===== config.mk =====
export PLATFORM = sky130hd
export DESIGN_NAME = pipe_hold_ctrl_flat
export DESIGN_NICKNAME = d
export VERILOG_FILES = /design/src/rtl/pipe_hold_ctrl_if.sv /design/src/rtl/pipe_hold_ctrl.sv /design/src/flat_wrapper.sv
export SDC_FILE = /design/constraint.sdc
export NUM_CORES = 1
export LEC_CHECK = 0
export ABC_AREA = 0
export CAP_MARGIN = 0
export CELL_PAD_IN_SITES_DETAIL_PLACEMENT = 0
export CELL_PAD_IN_SITES_GLOBAL_PLACEMENT = 1
export CORE_UTILIZATION = 20
export DETAILED_ROUTE_END_ITERATION = 7
export GPL_TIMING_DRIVEN = 0
export PLACE_DENSITY = 0.9
export SYNTH_ARGS = -nofsm -noshare
export SYNTH_HDL_FRONTEND = slang
export SYNTH_SLANG_ARGS = --single-unit

===== constraint.sdc =====
create_clock -name clk -period 2.3 [get_ports clk]
set_input_delay 0.23 -clock clk [delete_from_list [all_inputs] [get_ports clk]]
set_output_delay 0.23 -clock clk [all_outputs]
set_load 0.02 [all_outputs]

===== src/rtl/pipe_hold_ctrl_if.sv =====
// Handshake bundle between execute/arbiter/CLINT/JTAG sources and the pipeline hold controller.
// The master side drives the requests; the slave side (the controller) drives hold and redirect.
interface pipe_hold_ctrl_if;
   logic        jump_flag_i;
   logic [31:0] jump_addr_i;
   logic        hold_ex_i;
   logic        hold_rib_i;
   logic        hold_clint_i;
   logic        halt_req_i;
   logic [2:0]  hold_flag_o;
   logic        jump_flag_o;
   logic [31:0] jump_addr_o;
   logic        halt_ack_o;

   modport master (
      output jump_flag_i, jump_addr_i, hold_ex_i, hold_rib_i, hold_clint_i, halt_req_i,
      input  hold_flag_o, jump_flag_o, jump_addr_o, halt_ack_o
   );

   modport slave (
      input  jump_flag_i, jump_addr_i, hold_ex_i, hold_rib_i, hold_clint_i, halt_req_i,
      output hold_flag_o, jump_flag_o, jump_addr_o, halt_ack_o
   );
endinterface


===== src/rtl/pipe_hold_ctrl.sv =====
// Pipeline hold controller: priority-merges stall sources into one hold level, forwards the
// jump redirect, and sequences post-jump flush and debug halt/drain.
module pipe_hold_ctrl #(
   parameter int FLUSH_CYCLES = 1,
   parameter int DRAIN_CYCLES = 3
) (
   input  logic           clk,
   input  logic           rst,
   pipe_hold_ctrl_if.slave bus
);

   localparam logic [2:0] HOLD_NONE  = 3'd0;
   localparam logic [2:0] HOLD_PC    = 3'd1;
   localparam logic [2:0] HOLD_ID    = 3'd3;
   localparam logic [2:0] FLUSH_LOAD = 3'(FLUSH_CYCLES - 1);
   localparam logic [2:0] DRAIN_LOAD = 3'(DRAIN_CYCLES - 1);

   typedef enum logic [1:0] {
      ST_RUN,
      ST_FLUSH,
      ST_DRAIN,
      ST_HALTED
   } state_t;

   state_t      r_state;
   logic [2:0]  r_cnt;
   logic        r_halt_ack;

   logic        w_hold_id;
   logic        w_hold_pc;
   logic [2:0]  w_hold_flag;
   logic        w_jump_flag;
   logic [31:0] w_jump_addr;

   // halt_ack is set on the edge entering HALTED and cleared on the edge leaving it.
   always_ff @(posedge clk or negedge rst) begin
      if (!rst) begin
         r_state    <= ST_RUN;
         r_cnt      <= 3'd0;
         r_halt_ack <= 1'b0;
      end else begin
         case (r_state)
            ST_RUN: begin
               if (bus.jump_flag_i) begin
                  r_state <= ST_FLUSH;
                  r_cnt   <= FLUSH_LOAD;
               end else if (bus.halt_req_i) begin
                  r_state <= ST_DRAIN;
                  r_cnt   <= DRAIN_LOAD;
               end
            end
            ST_FLUSH: begin
               if (bus.jump_flag_i) begin
                  r_cnt <= FLUSH_LOAD;
               end else if (r_cnt != 3'd0) begin
                  r_cnt <= r_cnt - 3'd1;
               end else if (bus.halt_req_i) begin
                  r_state <= ST_DRAIN;
                  r_cnt   <= DRAIN_LOAD;
               end else begin
                  r_state <= ST_RUN;
               end
            end
            ST_DRAIN: begin
               if (bus.jump_flag_i) begin
                  r_state <= ST_FLUSH;
                  r_cnt   <= FLUSH_LOAD;
               end else if (!bus.halt_req_i) begin
                  r_state <= ST_RUN;
               end else if (bus.hold_ex_i) begin
                  r_cnt <= DRAIN_LOAD;
               end else if (r_cnt != 3'd0) begin
                  r_cnt <= r_cnt - 3'd1;
               end else begin
                  r_state    <= ST_HALTED;
                  r_halt_ack <= 1'b1;
               end
            end
            ST_HALTED: begin
               if (!bus.halt_req_i) begin
                  r_state    <= ST_RUN;
                  r_halt_ack <= 1'b0;
               end
            end
            default: begin
               r_state    <= ST_RUN;
               r_halt_ack <= 1'b0;
            end
         endcase
      end
   end

   // Hold_Id dominates Hold_Pc, so "maximum level" reduces to a two-tier priority.
   always_comb begin
      w_hold_id   = bus.jump_flag_i | bus.hold_ex_i | bus.hold_clint_i
                  | (r_state == ST_FLUSH) | (r_state == ST_HALTED);
      w_hold_pc   = bus.hold_rib_i | (r_state == ST_DRAIN);
      w_hold_flag = HOLD_NONE;
      w_jump_flag = 1'b0;
      w_jump_addr = 32'd0;
      if (rst) begin
         if (w_hold_id) begin
            w_hold_flag = HOLD_ID;
         end else if (w_hold_pc) begin
            w_hold_flag = HOLD_PC;
         end
         w_jump_flag = bus.jump_flag_i;
         w_jump_addr = bus.jump_flag_i ? bus.jump_addr_i : 32'd0;
      end
   end

   assign bus.hold_flag_o = w_hold_flag;
   assign bus.jump_flag_o = w_jump_flag;
   assign bus.jump_addr_o = w_jump_addr;
   assign bus.halt_ack_o  = r_halt_ack;

endmodule


===== src/flat_wrapper.sv =====
// flat-port wrapper written by rule: the top's interface ports become plain ports
module pipe_hold_ctrl_flat 
#(
   parameter int FLUSH_CYCLES = 1,
   parameter int DRAIN_CYCLES = 3
)
  (clk, rst, bus_jump_flag_i, bus_jump_addr_i, bus_hold_ex_i, bus_hold_rib_i, bus_hold_clint_i, bus_halt_req_i, bus_hold_flag_o, bus_jump_flag_o, bus_jump_addr_o, bus_halt_ack_o);
  pipe_hold_ctrl_if bus_i ();
  input  logic clk;
  input  logic rst;
  input wire logic [$bits(bus_i.jump_flag_i)-1:0] bus_jump_flag_i;
  input wire logic [$bits(bus_i.jump_addr_i)-1:0] bus_jump_addr_i;
  input wire logic [$bits(bus_i.hold_ex_i)-1:0] bus_hold_ex_i;
  input wire logic [$bits(bus_i.hold_rib_i)-1:0] bus_hold_rib_i;
  input wire logic [$bits(bus_i.hold_clint_i)-1:0] bus_hold_clint_i;
  input wire logic [$bits(bus_i.halt_req_i)-1:0] bus_halt_req_i;
  output wire logic [$bits(bus_i.hold_flag_o)-1:0] bus_hold_flag_o;
  output wire logic [$bits(bus_i.jump_flag_o)-1:0] bus_jump_flag_o;
  output wire logic [$bits(bus_i.jump_addr_o)-1:0] bus_jump_addr_o;
  output wire logic [$bits(bus_i.halt_ack_o)-1:0] bus_halt_ack_o;
  assign bus_i.jump_flag_i = bus_jump_flag_i;
  assign bus_i.jump_addr_i = bus_jump_addr_i;
  assign bus_i.hold_ex_i = bus_hold_ex_i;
  assign bus_i.hold_rib_i = bus_hold_rib_i;
  assign bus_i.hold_clint_i = bus_hold_clint_i;
  assign bus_i.halt_req_i = bus_halt_req_i;
  assign bus_hold_flag_o = bus_i.hold_flag_o;
  assign bus_jump_flag_o = bus_i.jump_flag_o;
  assign bus_jump_addr_o = bus_i.jump_addr_o;
  assign bus_halt_ack_o = bus_i.halt_ack_o;
  pipe_hold_ctrl #(.FLUSH_CYCLES(FLUSH_CYCLES), .DRAIN_CYCLES(DRAIN_CYCLES)) u_core (.clk(clk), .rst(rst), .bus(bus_i));
endmodule

-- Word level (Yosys, flattened, before mapping)
Cells that the tools add are included.
- register bits: 6
- output and inout bits: 37
- bits of input ports: 39
- bitwise operators: 5
- add/sub/neg operators: 1
- reductions and logical operators: 7
- muxes and demuxes: 32
- equal/unequal tests: 15
- operators by type and width (kind ; number):
    32-bit two-way mux ; 2
    3-bit two-way mux ; 10
    2-bit two-way mux ; 10
    2-bit inequality test, second input constant ; 7
    6-bit AND reduction ; 2
    3-bit case mux with 3 select lines ; 1
    4-bit inequality test, second input constant ; 2
    2-bit case mux with 4 select lines ; 1
    1-bit two-way mux ; 7
    3-bit inequality test, second input constant ; 2
    3-bit nonzero test ; 2
    1-bit OR ; 5
    2-bit == test, second input constant ; 2
    4-bit by 3-bit inequality test with 1-bit output, second input constant ; 1
    3-bit AND reduction ; 1
    3-bit by 1-bit subtractor with 3-bit output, second input constant ; 1
    2-bit by 1-bit == test with 1-bit output, second input constant ; 1
    2-bit zero test ; 1
    1-bit case mux with 2 select lines ; 1
    2-bit nonzero test ; 1

-- Logic depth before layout (Yosys ltp)
Gate-level depths: netlist (run 1).
- depth in word-level cells: 6
- mapped depth: 7
- mapped depth without buffers: 6

-- Worst setup path before layout (run 1)
Ideal clock, no wire load.
- path type: reg2out
- from: register u_core.r_state[1]
- to: output bus_hold_flag_o[0]
- setup slack: 498 ps
- stages on the path, launching flop included: 5
- arrival time: 1572 ps
- cell sequence: dfrtp_1 > inv_1 > ha_1 > or4_4 > o41a_1
- cells in the longest elaborated chain, start to end: 5
- elaborated cells on any way between the ends: 9
- those cells by class: eq/ne: 3; mux: 3; bitwise: 3
- ends and longest elaborated chain (item ; RTL line ; RTL):
    from (decl) ; pipe_hold_ctrl.sv:25 ; state_t r_state;
    from (signal assigned) ; pipe_hold_ctrl.sv:38 ; r_state <= ST_RUN;
    from (signal assigned) ; pipe_hold_ctrl.sv:45 ; r_state <= ST_FLUSH;
    from (signal assigned) ; pipe_hold_ctrl.sv:48 ; r_state <= ST_DRAIN;
    2-bit == test / 2-bit by 1-bit == test with 1-bit output (equally long branches) ; pipe_hold_ctrl.sv:97, pipe_hold_ctrl.sv:96 ;
    1-bit OR (on tied branches) ; pipe_hold_ctrl.sv:97, pipe_hold_ctrl.sv:96 ;
    1-bit two-way mux / 1-bit OR (equally long branches) ; pipe_hold_ctrl.sv:104, pipe_hold_ctrl.sv:96 ;
    3-bit two-way mux * ; pipe_hold_ctrl.sv:102 ; if (w_hold_id) begin
    3-bit two-way mux * ; pipe_hold_ctrl.sv:101 ; if (rst) begin
    to (decl) ; flat_wrapper.sv:17 ; output wire logic [$bits(bus_i.hold_flag_o)-1:0] bus_hold_flag_o;
Mark *: on every way between the ends. The rest lies on a longest branch, timed or not.

-- Worst setup path after layout (run 1)
Ends and elaborated chain as after synthesis.

==> results of run 1 <==
-- routing by layer --
| metal | share of wire [%] | vias up | GRT usage, % |
|---|---|---|---|
| met4 | 0.88 | 0 | 3.19 |
| met1 | 42 | 475 | 14.5 |
| met2 | 44 | 53 | 20.7 |
| met5 | 0 | - | 0 |
| li1 | - | 554 | - |
| met3 | 13 | 4 | 4.45 |
-- worst max-delay path, delay by kind of cell, from the launching register on --
family                     cells  cell delay [ns]
and+or+nand+nor                1             0.49
DFF                            1             0.40
adders and majority gates      1             0.22
AOI/OAI and AO/OA              1             0.33
buffers and inverters          2             0.26
-- worst max-delay path by stage --
stage                             startpoint                  end  slack (ns)  cells past startpoint
2_1_floorplan  u_core.r_state[1]$_DFFE_PN0P_   bus_hold_flag_o[0]        0.50                      4
3_3_place_gp                             rst   bus_hold_flag_o[0]       -0.16                      4
3_5_place_dp                             rst  bus_jump_addr_o[18]       -0.15                      4
4_1_cts        u_core.r_state[1]$_DFFE_PN0P_   bus_hold_flag_o[0]       0.003                      5
5_1_grt                                  rst  bus_jump_addr_o[21]        0.03                      4
6_report       u_core.r_state[1]$_DFFE_PN0P_   bus_hold_flag_o[0]        0.15                      5
-- registers in the layout, summed over array words and instances, names as in the netlist --
name and count:
u_core.bus.halt_ack_o 1, u_core.r_cnt 3, u_core.r_state 2
-- through the flow --
| step | hold WS, ns | total power (uW) | TNS (ns) |
|---|---|---|---|
| final | 0.0563 | 987 | 0 |
| after global routing | 0.0949 | 1080 | 0 |
| after CTS | 0.103 | 994 | 0 |
| after detailed placement | 0.549 | 824 | -3.58 |
| after global placement | 0.524 | 827 | -4.02 |
| after floorplan | -0.0656 | 617 | 0 |
-- power groups by stage --
| stage | logic (uW) | registers [uW] | clock network [uW] |
|---|---|---|---|
| floorplan | 441 | 176 | 0 |
| global placement | 651 | 176 | 0 |
| detailed placement | 647 | 177 | 0 |
| CTS | 652 | 176 | 166 |
| global route | 724 | 181 | 174 |
| finish | 652 | 176 | 159 |
-- area by class of cell --
cell class | instances | share of cell area [%]
timing repair buffer | 74 | 43.8
inverter | 7 | 1.56
multi-input combinational | 85 | 36.1
tap | 50 | 3.71
clock buffer | 3 | 2.45
sequential | 6 | 8.92
buffer | 10 | 3.49
-- repair_timing --
item | in CTS | in global routing
endpoints found under the hold margin | 0 | 0
resized for setup | 7 | 3
setup endpoints to repair | 31 | 22
cloned | 0 | 0
-- kinds of logic after synthesis --
group	after synthesis
AND/OR/NAND/NOR	52
multiplexers	2
flip-flops	6
AO/OA/AOI/OAI	23
adder cells (fa/ha/maj)	7
other	1
buffers and inverters	17
-- synth_stat cells (2+ instances only) --
cell / n / area, um2
a311oi_1: 2 / 17.5
ha_1: 7 / 87.6
o21ai_0: 3 / 15.0
o22ai_1: 3 / 18.8
nand3b_1: 2 / 15.0
dfrtp_1: 6 / 150
nor2_1: 2 / 7.51
a21oi_1: 4 / 20.0
and3_1: 32 / 200
clkbuf_1: 6 / 22.5
inv_1: 7 / 26.3
nand4b_1: 2 / 17.5
nand2b_1: 2 / 12.5
nand2_1: 4 / 15.0
nor2b_1: 2 / 12.5
buf_4: 3 / 22.5
==> results.yml, run 1 <==
pwr:
  ir_worst_vdd_mv: 0.240
  clockPowerShare_pct: 16.1
  p_seq_share_pct: 17.8
  swShare_pct: 41.5
  cellPowerDensity_mw_per_mm2: 586
  pwr-share-comb_pct: 66.1
  p_leak_uw: 0.000772
  p_int_uw: 578
  power.switching_uw: 409
synthesis:
  synth.area.mux_share_pct: 2.54
  yosys.area_share.simple_pct: 39.1
  synth_fp_nets: 154
  synthCells: 108
  ys_seq_elements: 6
  seq_area_frac_synth_pct: 17.9
  ys_warn_count: 0
  synthArstFlopShare_pct: 100
  syn_area_per_cell_um2: 7.76
  synthAdderAreaFrac_pct: 10.4
  syn_area_um2: 838
  synth-xor-area-share_pct: 0
  synth_compound_area_share_pct: 19.7
  synth_top_family_by_area: "simple AND/OR/NAND/NOR gates"
  synth_edf_count: 0
  synthDistinctLibCells: 37
  synth_top_flop_cell: "dfrtp_1"
die:
  placementRows: 23
  die-area_mm2: 0.00445
  coreArea_mm2: 0.00400
  num_io_pins: 76
  fp.dieW_um: 66.7
  die_h_um: 66.7
  initial_core_util_pct: 21.0
detailed_routing:
  drt-total-wl_mm: 2.84
  wire_per_inst_um: 12.1
  detail-route-antenna-nets: 0
  drc_errors: 0
  first_pass_iters: 4
  via_per_inst: 4.62
  drt_iter0_drc: 17
  vias: 1086
place:
  place_congestion: 0.827
  placed_cells: 232
  io_buffers: 74
  place_area_mm2: 0.00164
  hpwl_mm: 2.26
  post-place-ws_ns: -0.149
sta:
  post-route-period-util_pct: 93.4
  finalSetupViolCount: 0
  slew_violations: 0
  setup_slack_ns: 0.152
  rsz0062_at_grt: "false"
  fin_skew_ns: 0.00272
  fmax_ghz: 0.465
  fin_crit_ns: 2.15
  hold_viol_final: 0
  tightest_slew_ns: 0.517
  slew_headroom_pct: 65.5
setup_path:
  arrival_ns: 1.92
  r2r-end: "u_core.r_state[1]$_DFFE_PN0P_"
  crit_chain: "inv_1, ha_2, or4_4, o41a_1, clkbuf_2"
  r2r_slack_ns: 0.56
  slowest_stage: "or4_4"
  r2r_cells: 6
  critPathKind: "flop to output port"
  crit_required_ns: 2.07
  worstSetupEndpointType: "output port"
  worstSetupStartpointType: "flop"
  path_max_fanout: 7
  slowest_delay_ns: 0.49
  reg2reg_from: "u_core.r_cnt[0]$_DFFE_PN0P_"
layout:
  layout.nets: 233
  layout_common_cells: "clkdlybuf4s50_1 (70), and3_1 (32), inv_1 (7), ha_1 (6), dfrtp_1 (6)"
  syn2layout_area_growth_pct: 101
  finish.utilization_pct: 42.1
  seqCellArea_um2: 150
  layout_commonest_cell: "clkdlybuf4s50_1"
  multi_input_area_um2: 608
  final_area_mm2: 0.00168
  n_fill_cell: 418
  antennaDiodeCount: 0
  stdcell_count: 235
  drive_above_1_share_pct: 8.11
global_routing:
  grt_max_degree: 15
  grt_pass1_wl_mm: 4.15
  grt_pass1_vias: 872
  grt_util_all_layers_pct: 12.3
  grt_overflow: 0
  grt_antenna_before_repair: 0
cts:
  worstSkewPairLatency_ns: 0.22
  cts_tree: "done"
  path_clk_slew_ns: 0.04
  clockBufferDepth: 2
  cts-hold-fix-buffers: 0
  clock-sinks: 6
  root_buffer: "clkbuf_8"
  post-cts-setup-buffers: 0
  cts_buffers: 3
  htree_levels: 1
job:
  max-cap-violations: 0
outcome:
  status: "complete, no violations"
worst_hold_path:
  hold_path.class: "input pin to asynchronous set/reset pin"
Power figures use the tool's default switching activity.
==> inputs of run 2 (changes only) <==
==> constraint.sdc (replaced) <==
create_clock -name clk -period 2.3 [get_ports clk]
set_input_delay 0.46 -clock clk [delete_from_list [all_inputs] [get_ports clk]]
set_output_delay 0.46 -clock clk [all_outputs]
set_load 0.02 [all_outputs]
==> run 2 against run 1 <==
Compared with the run above:
- the flow now finishes with violations (negative setup slack)
- critical path type is now input pin to output port
- via count grew 1.1%
- die area did not move
- final cell count grew 0.85%
- critical endpoint unchanged
- global-route usage is 0.11 points higher
- fmax fell by 7.6%
- utilization unchanged
- clock power about the same
- cell area is the same
- first-iteration DRC count is 35% higher
- combinational power increased by 4.1%
==> results.yml, run 2 (synthesis results as in run 1) <==
outcome:
  status: "finished, violations left"
  violations: "negative setup slack"
cts:
  worstSkewPairLatency_ns: 0.22
  clock-sinks: 6
  path_clk_slew_ns: 0.04
  cts_tree: "done"
  clockBufferDepth: 2
  root_buffer: "clkbuf_8"
  cts-hold-fix-buffers: 0
  htree_levels: 1
  cts_buffers: 3
detailed_routing:
  first_pass_iters: 4
  via_per_inst: 4.63
  drc_errors: 0
  vias: 1098
  wire_per_inst_um: 12.2
  detail-route-antenna-nets: 0
  drt-total-wl_mm: 2.88
  drt_iter0_drc: 23
layout:
  regMostFlops: "u_core.r_cnt"
  layout_common_cells: "clkdlybuf4s50_1 (49), and3_1 (32), dlygate4sd2_1 (21), inv_1 (7)"
  drive_above_1_share_pct: 12.8
  syn2layout_area_growth_pct: 101
  layout_commonest_cell: "clkdlybuf4s50_1"
  largest_register_ff_count: 3
  antennaDiodeCount: 0
  finish.utilization_pct: 42.1
  layout.nets: 235
global_routing:
  grt_pass1_vias: 887
  grt_antenna_before_repair: 0
  grt_overflow: 0
  grt_util_all_layers_pct: 12.4
  grt_pass1_wl_mm: 4.19
  grt_max_degree: 15
pwr:
  ir_worst_vdd_mv: 0.260
  swShare_pct: 41.5
  p_seq_share_pct: 17.4
  power.switching_uw: 421
  pwr-share-comb_pct: 67.0
  clockPowerShare_pct: 15.6
  p_leak_uw: 0.000862
  p_int_uw: 593
  cellPowerDensity_mw_per_mm2: 602
setup_path:
  r2r_slack_ns: 0.55
  critPathKind: "input pin to output port"
  crit_required_ns: 1.84
  arrival_ns: 1.87
  path_max_fanout: 2
  worstSetupEndpointType: "output port"
  worstSetupStartpointType: "input pin"
sta:
  setup_slack_ns: -0.0261
  fin_crit_ns: 2.33
  fin_skew_ns: 0.00238
  hold_viol_final: 0
  fmax_ghz: 0.430
  rsz0062_at_grt: "true"
  finalSetupViolCount: 1
  slew_violations: 0
  post-route-period-util_pct: 101
  setup_tns_ns: -0.0261
place:
  place_congestion: 0.827
  io_buffers: 74
  post-place-ws_ns: -0.609
  hpwl_mm: 2.26
die:
  initial_core_util_pct: 21.0
  placementRows: 23
  coreArea_mm2: 0.00400
  die-area_mm2: 0.00445
  fp.dieW_um: 66.7
  die_h_um: 66.7
  num_io_pins: 76
worst_hold_path:
  hold_path.class: "input pin to asynchronous set/reset pin"
job:
  max-cap-violations: 0
run 2: changes by cell type in the layout (fill, tap and decap cells not counted), moves of 2 or more:
| cell | before | now |
|---|---|---|
| clkbuf_2 | 3 | 5 |
| clkdlybuf4s50_1 | 70 | 49 |
| buf_4 | 3 | 6 |
| clkbuf_1 | 4 | 1 |
| dlygate4sd2_1 | 1 | 21 |
run 2: per-layer routing:
metal	vias up	part of all wire (%)	routed length [um]	global-route usage, %
met2	55	44	1260	20.6
met5	-	0	0	0
met3	6	11	330	4.45
met1	479	43	1250	14.6
met4	0	1.4	41	3.99
li1	558	-	-	-
run 2: stage by stage:
step           cell area, um2  hold slack [ns]  power, uW  instances
2_1_floorplan             838            0.164        617        108
3_3_place_gp             1640            0.524        827        232
3_5_place_dp             1640            0.549        824        232
4_1_cts                  1670            0.110       1000        237
5_1_grt                  1680            0.101       1110        237
6_report                 1680           0.0997       1010        237
run 2: power by group through the flow:
stage               combinational [uW]  sequential, uW  clock (uW)
global placement                   651             176           0
finish                             679             176         159
global route                       752             182         174
floorplan                          441             176           0
detailed placement                 647             177           0
CTS                                667             171         166
run 2: layout make-up:
class / instances / area (um2)
buffer: 10 / 62.6
clock buffer: 3 / 41.3
fill: 421 / 2320
inverter: 7 / 26.3
multi-input combinational: 85 / 621
sequential: 6 / 150
tap: 50 / 62.6
timing repair buffer: 76 / 721
run 2: timing repair:
item / in CTS / in global routing
setup endpoints to repair: 35 / 4
resized for setup: 41 / 7
buffers inserted: 2 / 0
run 2: path summary, 6_finish.rpt:
check                                                  startpoint                           endpoint  cells past startpoint
worst max-delay path                             bus_hold_clint_i                 bus_hold_flag_o[0]                      4
worst min-delay path                                          rst        u_core.r_cnt[0]$_DFFE_PN0P_                      1
worst max register to register        u_core.r_cnt[0]$_DFFE_PN0P_      u_core.r_state[1]$_DFFE_PN0P_                      6
worst min register to register  u_core.bus.halt_ack_o$_DFFE_PN0P_  u_core.bus.halt_ack_o$_DFFE_PN0P_                      2
max in group asynchronous                                     rst      u_core.r_state[0]$_DFFE_PN0P_                      1
min in group clk                u_core.bus.halt_ack_o$_DFFE_PN0P_  u_core.bus.halt_ack_o$_DFFE_PN0P_                      2
run 2: worst max-delay path: stages:
cell and delay, ns:
clkdlybuf4s50_1 0.40, or4_4 0.51, o41a_1 0.33, buf_4 0.17
